`src/rtl/mips_mem_pkg.sv`:
```
// Shared definitions for the instruction/data memory arbiter.
package mips_mem_pkg;

  typedef enum logic [1:0] {
    IDLE  = 2'd0,
    GNT_I = 2'd1,
    GNT_D = 2'd2,
    RESP  = 2'd3
  } arbState_e;

  localparam int STARVE_LIMIT_DEFAULT = 4;

  // Bits needed to count from 0 up to and including limit.
  function automatic int counterWidth(input int limit);
    return (limit < 1) ? 1 : $clog2(limit + 1);
  endfunction

endpackage

```
`src/rtl/starve_counter.sv`:
```
// Saturating count of data grants taken while a fetch was waiting.
module starve_counter
  import mips_mem_pkg::*;
#(
  parameter int LIMIT = STARVE_LIMIT_DEFAULT
) (
  input  logic clk,
  input  logic reset,
  input  logic i_inc,
  input  logic i_clr,
  output logic o_atLimit
);

  localparam int W = counterWidth(LIMIT);
  localparam logic [W-1:0] LIMIT_V = W'(LIMIT);

  logic [W-1:0] r_count;

  // Clear wins over increment so a fetch grant always restarts the window.
  always_ff @(posedge clk) begin
    if (!reset) begin
      r_count <= '0;
    end else if (i_clr) begin
      r_count <= '0;
    end else if (i_inc && (r_count != LIMIT_V)) begin
      r_count <= r_count + 1'b1;
    end
  end

  assign o_atLimit = (r_count == LIMIT_V);

endmodule

```
`src/rtl/mem_arbiter.sv`:
```
// Two-port (fetch/data) arbiter onto a single handshaked memory port,
// data-first with a starvation cap for pending fetches.
module mem_arbiter
  import mips_mem_pkg::*;
#(
  parameter int STARVE_LIMIT = STARVE_LIMIT_DEFAULT,
  parameter int ADDR_W       = 32
) (
  input  logic              clk,
  input  logic              reset,
  input  logic              IReq,
  input  logic [ADDR_W-1:0] IAddr,
  output logic [31:0]       IRData,
  output logic              IReady,
  input  logic              DReq,
  input  logic              DWe,
  input  logic [ADDR_W-1:0] DAddr,
  input  logic [31:0]       DWData,
  input  logic [3:0]        DMask,
  output logic [31:0]       DRData,
  output logic              DReady,
  output logic              MemValid,
  output logic              MemWe,
  output logic [ADDR_W-1:0] MemAddr,
  output logic [31:0]       MemWData,
  output logic [3:0]        MemMask,
  input  logic [31:0]       MemRData,
  input  logic              MemAck
);

  arbState_e r_state;
  arbState_e w_nextState;
  logic      w_grantI;
  logic      w_grantD;
  logic      w_done;
  logic      w_atLimit;

  starve_counter #(
    .LIMIT(STARVE_LIMIT)
  ) u_starve (
    .clk      (clk),
    .reset    (reset),
    .i_inc    (w_grantD & IReq),
    .i_clr    (w_grantI),
    .o_atLimit(w_atLimit)
  );

  always_ff @(posedge clk) begin
    if (!reset) r_state <= IDLE;
    else        r_state <= w_nextState;
  end

  // Acks outside a grant state fall through untouched and are ignored.
  always_comb begin
    w_nextState = r_state;
    w_grantI    = 1'b0;
    w_grantD    = 1'b0;
    w_done      = 1'b0;
    case (r_state)
      IDLE: begin
        if (DReq && (!w_atLimit || !IReq)) begin
          w_nextState = GNT_D;
          w_grantD    = 1'b1;
        end else if (IReq) begin
          w_nextState = GNT_I;
          w_grantI    = 1'b1;
        end
      end
      GNT_I, GNT_D: begin
        if (MemAck) begin
          w_nextState = RESP;
          w_done      = 1'b1;
        end
      end
      RESP:    w_nextState = IDLE;
      default: w_nextState = IDLE;
    endcase
  end

  always_ff @(posedge clk) begin
    if (!reset) begin
      MemValid <= 1'b0;
      MemWe    <= 1'b0;
      MemAddr  <= '0;
      MemWData <= '0;
      MemMask  <= '0;
      IReady   <= 1'b0;
      DReady   <= 1'b0;
      IRData   <= '0;
      DRData   <= '0;
    end else begin
      IReady <= 1'b0;
      DReady <= 1'b0;
      if (w_grantD) begin
        MemValid <= 1'b1;
        MemWe    <= DWe;
        MemAddr  <= DAddr;
        MemWData <= DWData;
        MemMask  <= DMask;
      end else if (w_grantI) begin
        MemValid <= 1'b1;
        MemWe    <= 1'b0;
        MemAddr  <= IAddr;
        MemWData <= '0;
        MemMask  <= '0;
      end
      if (w_done) begin
        MemValid <= 1'b0;
        if (r_state == GNT_I) begin
          IRData <= MemRData;
          IReady <= 1'b1;
        end else begin
          DRData <= MemRData;
          DReady <= 1'b1;
        end
      end
    end
  end

endmodule

```
`config.mk`:
```
export PLATFORM = sky130hd
export DESIGN_NAME = mem_arbiter
export DESIGN_NICKNAME = d
export VERILOG_FILES = /design/src/rtl/mips_mem_pkg.sv /design/src/rtl/starve_counter.sv /design/src/rtl/mem_arbiter.sv
export SDC_FILE = /design/constraint.sdc
export NUM_CORES = 1
export LEC_CHECK = 0
export ABC_AREA = 1
export CAP_MARGIN = 10
export CELL_PAD_IN_SITES_DETAIL_PLACEMENT = 0
export CELL_PAD_IN_SITES_GLOBAL_PLACEMENT = 1
export CORE_ASPECT_RATIO = 1.25
export CORE_MARGIN = 4
export CORE_UTILIZATION = 28
export DETAILED_ROUTE_END_ITERATION = 8
export GPL_TIMING_DRIVEN = 0
export PLACE_DENSITY_LB_ADDON = 0.1
export RECOVER_POWER = 50
export SLEW_MARGIN = 40
export SYNTH_ARGS = -nofsm -noshare
export SYNTH_HDL_FRONTEND = slang
export SYNTH_SLANG_ARGS = --single-unit
```
`constraint.sdc`:
```
create_clock -name clk -period 1.6 [get_ports clk]
set_input_delay 0.16 -clock clk [delete_from_list [all_inputs] [get_ports clk]]
set_output_delay 0.16 -clock clk [all_outputs]
set_load 0.01 [all_outputs]
```
==> results of run 1 <==
## flip-flops by register name (all words and copies together) (netlist names)
name / cells
DRData: 32
DReady: 1
IRData: 32
IReady: 1
MemAddr: 32
MemMask: 4
MemValid: 1
MemWData: 32
MemWe: 1
r_state: 2
u_starve.r_count: 3
## cell type report
type,instances,area share (%)
clock inverters,14,1.515
repair buffers,276,29.08
multi-input cells,508,24.79
well taps,270,3.527
plain buffers,58,3.997
clock buffers,18,4.585
flip-flops and latches,141,29.48
inverters,75,3.030
## report_power, final
part / switching [mW] / internal (mW)
Clock: 1.78 / 2.13
Sequential: 0.408 / 4.41
Combinational: 3.83 / 3.34
Total: 6.02 / 9.89
## timing repair
action | CTS | global route
cloned | 0 | 3
buffers inserted | 2 | 1
pin swaps | 0 | 2
resized for setup | 19 | 40
endpoints found under the setup margin | 103 | 107
hold buffers | 0 | 0
## routing by layer
metal	GRT usage (%)	vias to the layer above
met5	0	-
met3	6.814	19
li1	-	3114
met1	21.35	2684
met4	4.866	0
met2	31.67	171
## cell families after synthesis
| logic type | Yosys count | share of synthesized area, % |
|---|---|---|
| adders and majority gates | 4 | 0.8728 |
| buffers and inverters | 133 | 10.28 |
| xor gates and xnor gates | 1 | 0.1528 |
| and+or+nand+nor | 363 | 27.14 |
| DFF | 141 | 49.23 |
| AOI/OAI and AO/OA | 139 | 12.33 |
## through the flow
step | power, mW | hold slack [ns] | setup TNS, ns | cells | area, sq um
final | 15.90 | 0.1021 | 0 | 1360 | 9579
after global routing | 17.08 | 0.1026 | -0.02545 | 1360 | 9579
after CTS | 15.82 | 0.08762 | 0 | 1356 | 9423
after detailed placement | 11.69 | 0.4523 | -18.19 | 1322 | 8785
after global placement | 11.69 | 0.4484 | -17.65 | 1322 | 8785
after floorplan | 8.453 | 0.2949 | 0 | 781 | 5734
## worst register-to-register path, delay by kind of cell (launching register included)
kind / cells / cell delay, ns
buf+inv: 3 / 0.30
simple gates: 5 / 0.55
flops: 1 / 0.34
fa+ha+maj: 1 / 0.20
## Yosys cell counts (all sizes together)
master,instances
ha,4
nor2,73
o21ai,35
or2,1
nand4,33
clkbuf,19
buf,39
a21oi,104
clkinv,1
inv,74
nand2,189
xor2,1
nand3,67
dfxtp,141
## how the worst min path moves through the flow
| stage | end | slack [ns] | start | depth (start not counted) |
|---|---|---|---|---|
| after floorplan | DRData[0] | 0.29 | MemRData[0] | 2 |
| after global placement | IRData[30] | 0.45 | IRData[30] | 2 |
| after detailed placement | MemWData[27] | 0.45 | MemWData[27] | 2 |
| after CTS | DRData[23] | 0.09 | reset | 3 |
| after global routing | DRData[22] | 0.10 | reset | 3 |
| final | DRData[23] | 0.10 | reset | 3 |
==> results.py, run 1 <==
metrics = {
    "critical_path": {
        "reg2reg_depth": 9,
        "critPathMaxStageDelay_ns": 0.59,
        "crit_cells": 1,
        "critPathKind": "flip-flop to primary output",
        "r2r_end": "MemAddr[23]",
        "cp.required_ns": 1.44,
        "startpoint": "MemWData[31]",
        "reg2reg_setup_slack_ns": 0.11,
        "worstPathMaxFanout": 2,
        "slowest_stage": "clkdlybuf4s50_1",
        "path_buf_inv": 1,
        "cp-start-kind": "flip-flop",
        "end_kind": "primary output",
        "rr_startpoint": "u_starve.r_count[0]",
        "path_cells": "clkdlybuf4s50_1",
        "cpLargestDelayFamily": "buffers and inverters",
        "endpoint": "MemWData[31]",
        "worstPathArrival_ns": 1.34,
    },
    "layout": {
        "drive_above_1_share_pct": 9.358,
        "final_common_cell": "clkdlybuf4s50_1",
        "fillers": 2082,
        "multi_input_area_sq_um": 2375,
        "final_cell_mix": "271 x clkdlybuf4s50_1, 187 x nand2_1, 140 x dfxtp_1, 102 x a21oi_1",
        "area_delta_synth_final_pct": 67.05,
        "nets": 1219,
        "regArea_sq_um": 2824,
        "postLayoutCoreUtil_pct": 47.65,
        "antenna_cells": 0,
    },
    "outcome": {
        "status": "completed",
    },
    "timing": {
        "tightest_slew_ns": 0.5992,
        "setup_viol": 0,
        "fin_crit_ns": 1.497,
        "post-route-period-util_pct": 93.55,
        "final_hold_viol_count": 0,
        "finClkSkew_ns": 0.01343,
        "fmax_ghz": 0.6681,
        "slew_viol_final": 0,
        "finalWorstSetupSlack_ns": 0.1032,
        "maxSlewHeadroom_pct": 60.05,
    },
    "global_routing": {
        "overflow": 0,
        "grt_pass1_wl_um": 32870,
        "grt_pass1_vias": 6047,
        "grt_antenna_before_repair": 0,
        "grt.total_usage_pct": 18.37,
        "grt_max_degree": 17,
    },
    "routing": {
        "dr.pass1.iters": 4,
        "route.detailed.drc": 0,
        "vias": 5988,
        "wl_um": 21280,
        "top_layer": "met4",
        "post_drt_wl_per_cell_um": 15.65,
        "via_per_inst": 4.403,
        "drt_iter0_drc": 202,
        "wl_met2_um": 10630,
        "met1Wirelength_um": 8608,
        "wl_met3_um": 1759,
        "drtAntennaViolNets": 0,
    },
    "die": {
        "core_sq_um": 20100,
        "num_io_pins": 274,
        "start_util_pct": 28.53,
        "chipHeight_um": 168,
        "die-area_sq_um": 22850,
        "rows": 58,
        "dieWidth_um": 136,
    },
    "power": {
        "power.density_nw_per_um2": 1660,
        "peakVddDrop_v": 0.0007787,
        "total_leakage_power_nw": 3.941,
    },
    "synth": {
        "synth.top_cell.area_share_pct": 49.23,
        "synthCells": 781,
        "synth_area_sq_um": 5734,
        "synth-seq-cells": 141,
        "ys_warn_count": 0,
        "synth_area_leaders": "dfxtp_1 49%, nand2_1 12%, a21oi_1 9.1%, nand3_1 5.7%, nor2_1 4.8%",
        "synth.distinct_cells": 21,
        "synth_top_area_cell": "dfxtp_1",
        "synth_fp_nets": 923,
        "seq_area_frac_synth_pct": 49.23,
        "avgSynthCellArea_sq_um": 7.342,
    },
    "clock_tree": {
        "clkTransAtPathRegs_ns": 0.06,
        "cts_buffer_depth": 2,
        "htreeDepth": 4,
        "clock_latency_ns": 0.42,
        "cts_made_buffers": 17,
        "clockRootBuffer": "clkbuf_16",
        "cts_tree": "yes",
        "cts.sinks": 141,
    },
    "placement": {
        "portBuffers": 271,
        "place_ws_ns": -0.2173,
        "dp_hpwl_um": 15910,
        "gp_congestion": 0.7525,
    },
    "worst_hold_path": {
        "min_path_type": "input pin to flip-flop",
    },
    "run": {
        "cap_violations": 0,
    },
}
(Power assumes the default switching activity.)
==> run 2, diff against run 1 <==
CORE_ASPECT_RATIO = default   (was 1.25)
==> run 2 against run 1 <==
  * Setup slack got worse by 0.014 ns
  * Sequential power about the same
  * Design area grew 0.27%
  * Critical path depth increased by 7
  * Global-route usage fell by 0.37 points
  * Hold slack better by 0.029 ns
  * Critical endpoint is now DRData[4]
  * Clock-buffer cell count stayed put
  * Largest cell class unchanged
  * Combinational power is essentially flat
  * First-iteration DRC count up 3.5%
  * Wire length is 0.97% higher
==> results.py, run 2 (synthesized netlist as in run 1, its figures left out) <==
metrics = {
    "timing": {
        "finClkSkew_ns": 0.007507,
        "fmax_ghz": 0.6617,
        "finalWorstSetupSlack_ns": 0.08878,
        "post-route-period-util_pct": 94.45,
        "tightest_slew_ns": 0.6064,
        "final_hold_viol_count": 0,
        "fin_crit_ns": 1.511,
        "maxSlewHeadroom_pct": 59.58,
        "slew_viol_final": 0,
        "setup_viol": 0,
    },
    "clock_tree": {
        "cts.sinks": 141,
        "clockRootBuffer": "clkbuf_16",
        "clkTransAtPathRegs_ns": 0.06,
        "cts_tree": "yes",
        "cts_buffer_depth": 2,
        "cts_made_buffers": 17,
        "clock_latency_ns": 0.42,
        "htreeDepth": 4,
        "hold_buffers": 0,
    },
    "layout": {
        "regArea_sq_um": 2824,
        "area_delta_synth_final_pct": 67.51,
        "multi_input_area_sq_um": 2367,
        "drive_above_1_share_pct": 9.349,
        "fillers": 2056,
        "nets": 1220,
        "final_cell_mix": "271 x clkdlybuf4s50_1, 187 x nand2_1, 140 x dfxtp_1, 104 x a21oi_1, 71 x inv_1",
        "antenna_cells": 0,
        "final_common_cell": "clkdlybuf4s50_1",
    },
    "power": {
        "swShare_pct": 36.89,
        "p_seq_share_pct": 30.2,
        "power.density_nw_per_um2": 1665,
        "peakVddDrop_v": 0.0007286,
        "pwr-share-comb_pct": 45.0,
        "p_sw_mw": 5.898,
        "clockPowerShare_pct": 24.8,
        "total_leakage_power_nw": 3.936,
        "total_power_mw": 15.99,
        "p_int_mw": 10.09,
    },
    "routing": {
        "route.detailed.drc": 0,
        "dr.pass1.iters": 4,
        "drt_iter0_drc": 209,
        "drtAntennaViolNets": 0,
        "vias": 6078,
        "post_drt_wl_per_cell_um": 15.79,
        "wl_um": 21490,
        "via_per_inst": 4.466,
    },
    "placement": {
        "gp_congestion": 0.7327,
        "portBuffers": 271,
        "dp_hpwl_um": 15840,
        "place_ws_ns": -0.3011,
    },
    "die": {
        "dieWidth_um": 151.1,
        "die-area_sq_um": 22830,
        "num_io_pins": 274,
        "start_util_pct": 28.43,
        "core_sq_um": 20170,
        "rows": 52,
        "chipHeight_um": 151.1,
    },
    "critical_path": {
        "end_kind": "flip-flop",
        "slowest_stage": "dfxtp_1",
        "reg2reg_depth": 8,
        "cpMostUsedCell": "nor2_1",
        "reg2reg_setup_slack_ns": 0.09,
        "cp.required_ns": 1.92,
        "worstPathMaxFanout": 10,
        "worstPathArrival_ns": 1.83,
        "cp-start-kind": "flip-flop",
        "path_cells": "inv_1, ha_4, nand2_2, nor2_4, inv_2, buf_4, nor2_1, nor2_1",
        "critPathKind": "flip-flop to flip-flop",
        "critPathMaxStageDelay_ns": 0.33,
    },
    "global_routing": {
        "grt_pass1_vias": 5887,
        "grt.total_usage_pct": 18.00,
        "met1_usage_pct": 21.33,
        "use_met3_pct": 6.673,
        "grt_pass1_wl_um": 32000,
        "grt_max_degree": 17,
        "top_usage_layer": "met2",
        "grt_antenna_before_repair": 0,
        "overflow": 0,
        "met2_usage_pct": 30.79,
    },
    "worst_hold_path": {
        "hold_path_depth": 3,
        "min_path_type": "input pin to flip-flop",
    },
    "outcome": {
        "status": "completed",
    },
    "run": {
        "cap_violations": 0,
    },
}
==> run 2: cell types whose count changed in the layout (fill, tap and decap cells not counted), sizes merged <==
cell,delta
clkbuf,+3
clkinvlp,+2
buf,-3
inv,-6
bufinv,+2
clkinv,+3
==> run 2: area by class of cell <==
type	instances	area share (%)
Buffer	58	4.077
Clock buffer	18	4.468
Clock inverter	14	1.680
Inverter	75	3.022
Multi-Input combinational cell	508	24.65
Sequential cell	141	29.40
Tap cell	270	3.517
Timing Repair Buffer	276	29.13
Timing Repair inverter	1	0.06513
==> run 2: routing by layer <==
metal / share of wire [%] / wire, um
met1: 41 / 8908
met2: 49 / 10530
met3: 8.3 / 1773
met4: 1.3 / 270
met5: 0 / 0
==> run 2: path summary, 6_finish.rpt <==
| check | from | end |
|---|---|---|
| min | reset | DRData[25] |
| max | r_state[0] | DRData[4] |
| min reg2reg | IRData[31] | IRData[31] |
| max reg2reg | r_state[0] | DRData[4] |
==> run 2: what timing repair did <==
| action | CTS | global route |
|---|---|---|
| cloned | 0 | 4 |
| resized for setup | 18 | 38 |
| setup endpoints to repair | 63 | 113 |
| setup buffers | 0 | 3 |
| pin swaps | 0 | 2 |
==> run 2: power groups by stage <==
stage	clock network (mW)	registers, mW	logic [mW]
floorplan	0	5.28	3.17
global placement	0	4.87	6.83
detailed placement	0	4.89	6.81
CTS	4.10	4.82	6.93
global route	4.26	4.93	7.97
finish	3.97	4.82	7.20
==> run 2: through the flow <==
stage	util (%)	area (sq um)	hold WS, ns	instances	TNS [ns]
after floorplan	-	5734	0.2949	781	0
after global placement	43.55	8785	0.4475	1322	-18.86
after detailed placement	43.55	8785	0.4526	1322	-19.56
after CTS	46.66	9412	0.1304	1354	0
after global routing	47.62	9605	0.1452	1361	-0.01190
final	47.62	9605	0.1313	1361	0
==> run 2: worst max-delay path, delay by kind of cell, from the launching register on <==
family                     cells  cell delay (ns)
and+or+nand+nor                4             0.45
buffers and inverters          3             0.35
DFF                            1             0.33
adders and majority gates      1             0.27
==> edit: new RTL, config.mk and constraints of run 2 <==
Change the parameter `ADDR_W` from 32 to 64.
--- a/src/rtl/mem_arbiter.sv
+++ b/src/rtl/mem_arbiter.sv
@@ -4,7 +4,7 @@
   import mips_mem_pkg::*;
 #(
   parameter int STARVE_LIMIT = STARVE_LIMIT_DEFAULT,
-  parameter int ADDR_W       = 32
+  parameter int ADDR_W       = 64
 ) (
   input  logic              clk,
   input  logic              reset,
Ports: changed (resized DAddr, IAddr and MemAddr); port bits go from 274 to 370. The function was not compared with the original's and may differ.
==> edit against run 2 <==
- total power up 32%
- synthesized cell count up 36%
- combinational power up 46%
- sequential share of layout area down 1.7 points
- routed wire length up 41%
- area after synthesis up 30%
- worst setup slack worse by 22 ps
- final cell count up 33%
- sequential cell count up 32
- non-clock buffer count up 125
- count of clock-buffer cells in the layout down 1
- design area up 30%
- worst hold slack worse by 58 ps
- critical path type is now flop to output pin
- largest power group unchanged
==> edit: results (changes against run 2) <==
[metrics] leakage power total: 0.005355 uW (+36%)
[metrics] Fill cells: 2,689 (+31%)
[metrics] number of buffers added on ports: 367 (+35%)
[metrics] Antenna Diode Count: 1 (+1)
[metrics] transition time of the tightest slew-check pin: 553.1 ps (-53.27 ps)
[metrics] wire length reported by the detailed router: 30.28 mm (+41%)
[metrics] parity-gate share of the synthesized area counting xor and xnor cells: 0.001175 (-0.0003521)
[metrics] multi-input gate share of the layout cell area: 0.2500 (+0.003500)
[metrics] most common library cells after synthesis: nand2_1, dfxtp_1, a21oi_1, inv_1, nand3_1
[metrics] post-synthesis compound-gate area fraction: 0.1153 (-0.007936)
[metrics] instance count of the mapped netlist: 1,064 (+36%)
[metrics] Crit Path Max Fanout: 2 (-8)
[metrics] mux contribution to synthesized area: 0 (unchanged)
[metrics] area share of fa/ha/maj cells after synthesis: 0.006716 (-0.002012)
[metrics] cell class contributing the biggest share of worst-path delay: buffers and inverters
[metrics] placer congestion estimate: 0.8495 (+16%)
[metrics] delay of the slowest cell on the worst path: 570 ps (+240 ps)
[metrics] post-synthesis sequential area ratio: 0.4647 (-0.02751)
[metrics] non-clock buffer instance count of the final layout: 459 (+37%)
[metrics] post-synthesis register bit count: 173 (+23%)
[metrics] syn nets: 1,270 (+38%)
[metrics] Global Route met3 Usage: 0.07301 (+0.006286)
[metrics] Max-Cap Viols: 0 (unchanged)
[metrics] post-placement setup slack: -302.0 ps (-0.8690 ps)
[metrics] vias per cell: 4.530 (+1.4%)
[metrics] worst vdd ir: 0.7170 mV (-1.6%)
[metrics] endpoint with the worst hold slack: DRData[22]$_SDFFE_PN0P_
[metrics] HPWL after detailed placement: 22.60 mm (+43%)
[metrics] length in cells of the worst reg-to-reg path: 10 (+2)
[metrics] Iteration-0 DRC Markers: 326 (+56%)
[metrics] relative area of non-clock buffer cells in the final design: 0.3460 (+0.01392)
[metrics] Layout Nets: 1,663 (+36%)
[metrics] run status: finished, final reports clean
[metrics] sequential cell area: 0.003465 mm2 (+23%)
[metrics] multi-input combinational cell count: 667 (+31%)
[metrics] number of antenna violations at the first check in global routing: 2 (+2)
[metrics] maximum number of pins on one net before global-route repair: 20 (+3)
[metrics] number of global-route vias before repair: 7,851 (+33%)
[metrics] Logic inverters: 139 (+83%)
[metrics] die span in x: 171.1 um (+13%)
[metrics] clock network area share: 0.05155 (-0.009934)
[metrics] worst clock skew: 17.55 ps (+10.04 ps)
[metrics] top cells by area in the synthesized netlist: dfxtp_1, nand2_1, a21oi_1
[metrics] Worst R2R End: MemAddr[35]$_SDFFE_PN0P_
[metrics] Layout clock buffers: 17 (-1)
[metrics] highest-delay cell along the critical path: clkdlybuf4s50_1
[metrics] multi-input combinational cell area: 0.003131 mm2 (+32%)
[metrics] Placed Instance Area: 0.01154 mm2 (+31%)
[metrics] number of cells in the finished layout apart from fillers: 1,806 (+33%)
## edit: cell count changes after synthesis, moves of 2 or more
cell / delta
inv_1: +64
nand2_1: +64
nand3_1: +33
a21oi_1: +32
dfxtp_1: +32
nand4_1: +32
buf_2: +12
clkbuf_1: +11
buf_4: +5
buf_6: -4
buf_1: +2
nand3_4: -2
## edit: worst max-delay path by stage
stage | end | slack (ps) | cells after the start | startpoint
after floorplan | DRData[0]$_SDFFE_PN0P_ | 160 | 8 | r_state[0]$_SDFFE_PN0P_
after global placement | MemAddr[44]$_SDFFE_PN0P_ | -320 | 10 | r_state[1]$_SDFFE_PN0P_
after detailed placement | MemAddr[44]$_SDFFE_PN0P_ | -300 | 10 | r_state[1]$_SDFFE_PN0P_
after CTS | MemAddr[44]$_SDFFE_PN0P_ | -30 | 10 | u_starve.r_count[0]$_SDFFE_PP0P_
after global routing | MemAddr[18]$_SDFFE_PN0P_ | -20 | 10 | r_state[0]$_SDFFE_PN0P_
final | MemAddr[41] | 70 | 1 | MemAddr[41]$_SDFFE_PN0P_
## edit: worst register-to-register path, cell delays in order (launching register included)
cell	delay, ps
dfxtp_1	310
inv_1	100
ha_4	140
buf_8	130
o21ai_4	100
inv_2	90
buf_8	160
buf_6	160
nand3_1	120
nand2_1	80
inv_1	40
## edit: per-layer routing
metal	up-vias	routed length, um	share of wire
li1	4199	-	-
met1	3687	12690	0.42
met2	257	14180	0.47
met3	37	2804	0.093
met4	2	594	0.020
met5	-	13	0.00043
## edit: where the power goes
part	internal, uW	switching (uW)	total [uW]
clock	2430	2110	4530
combinational	4880	5640	10500
sequential	5520	571	6090
## edit: what timing repair did
item | in CTS | in global routing
gates resized for setup | 44 | 79
pin swaps | 1 | 2
setup buffers | 0 | 6
hold buffers | 0 | 0
cloned | 0 | 1
endpoints found under the setup margin | 165 | 162
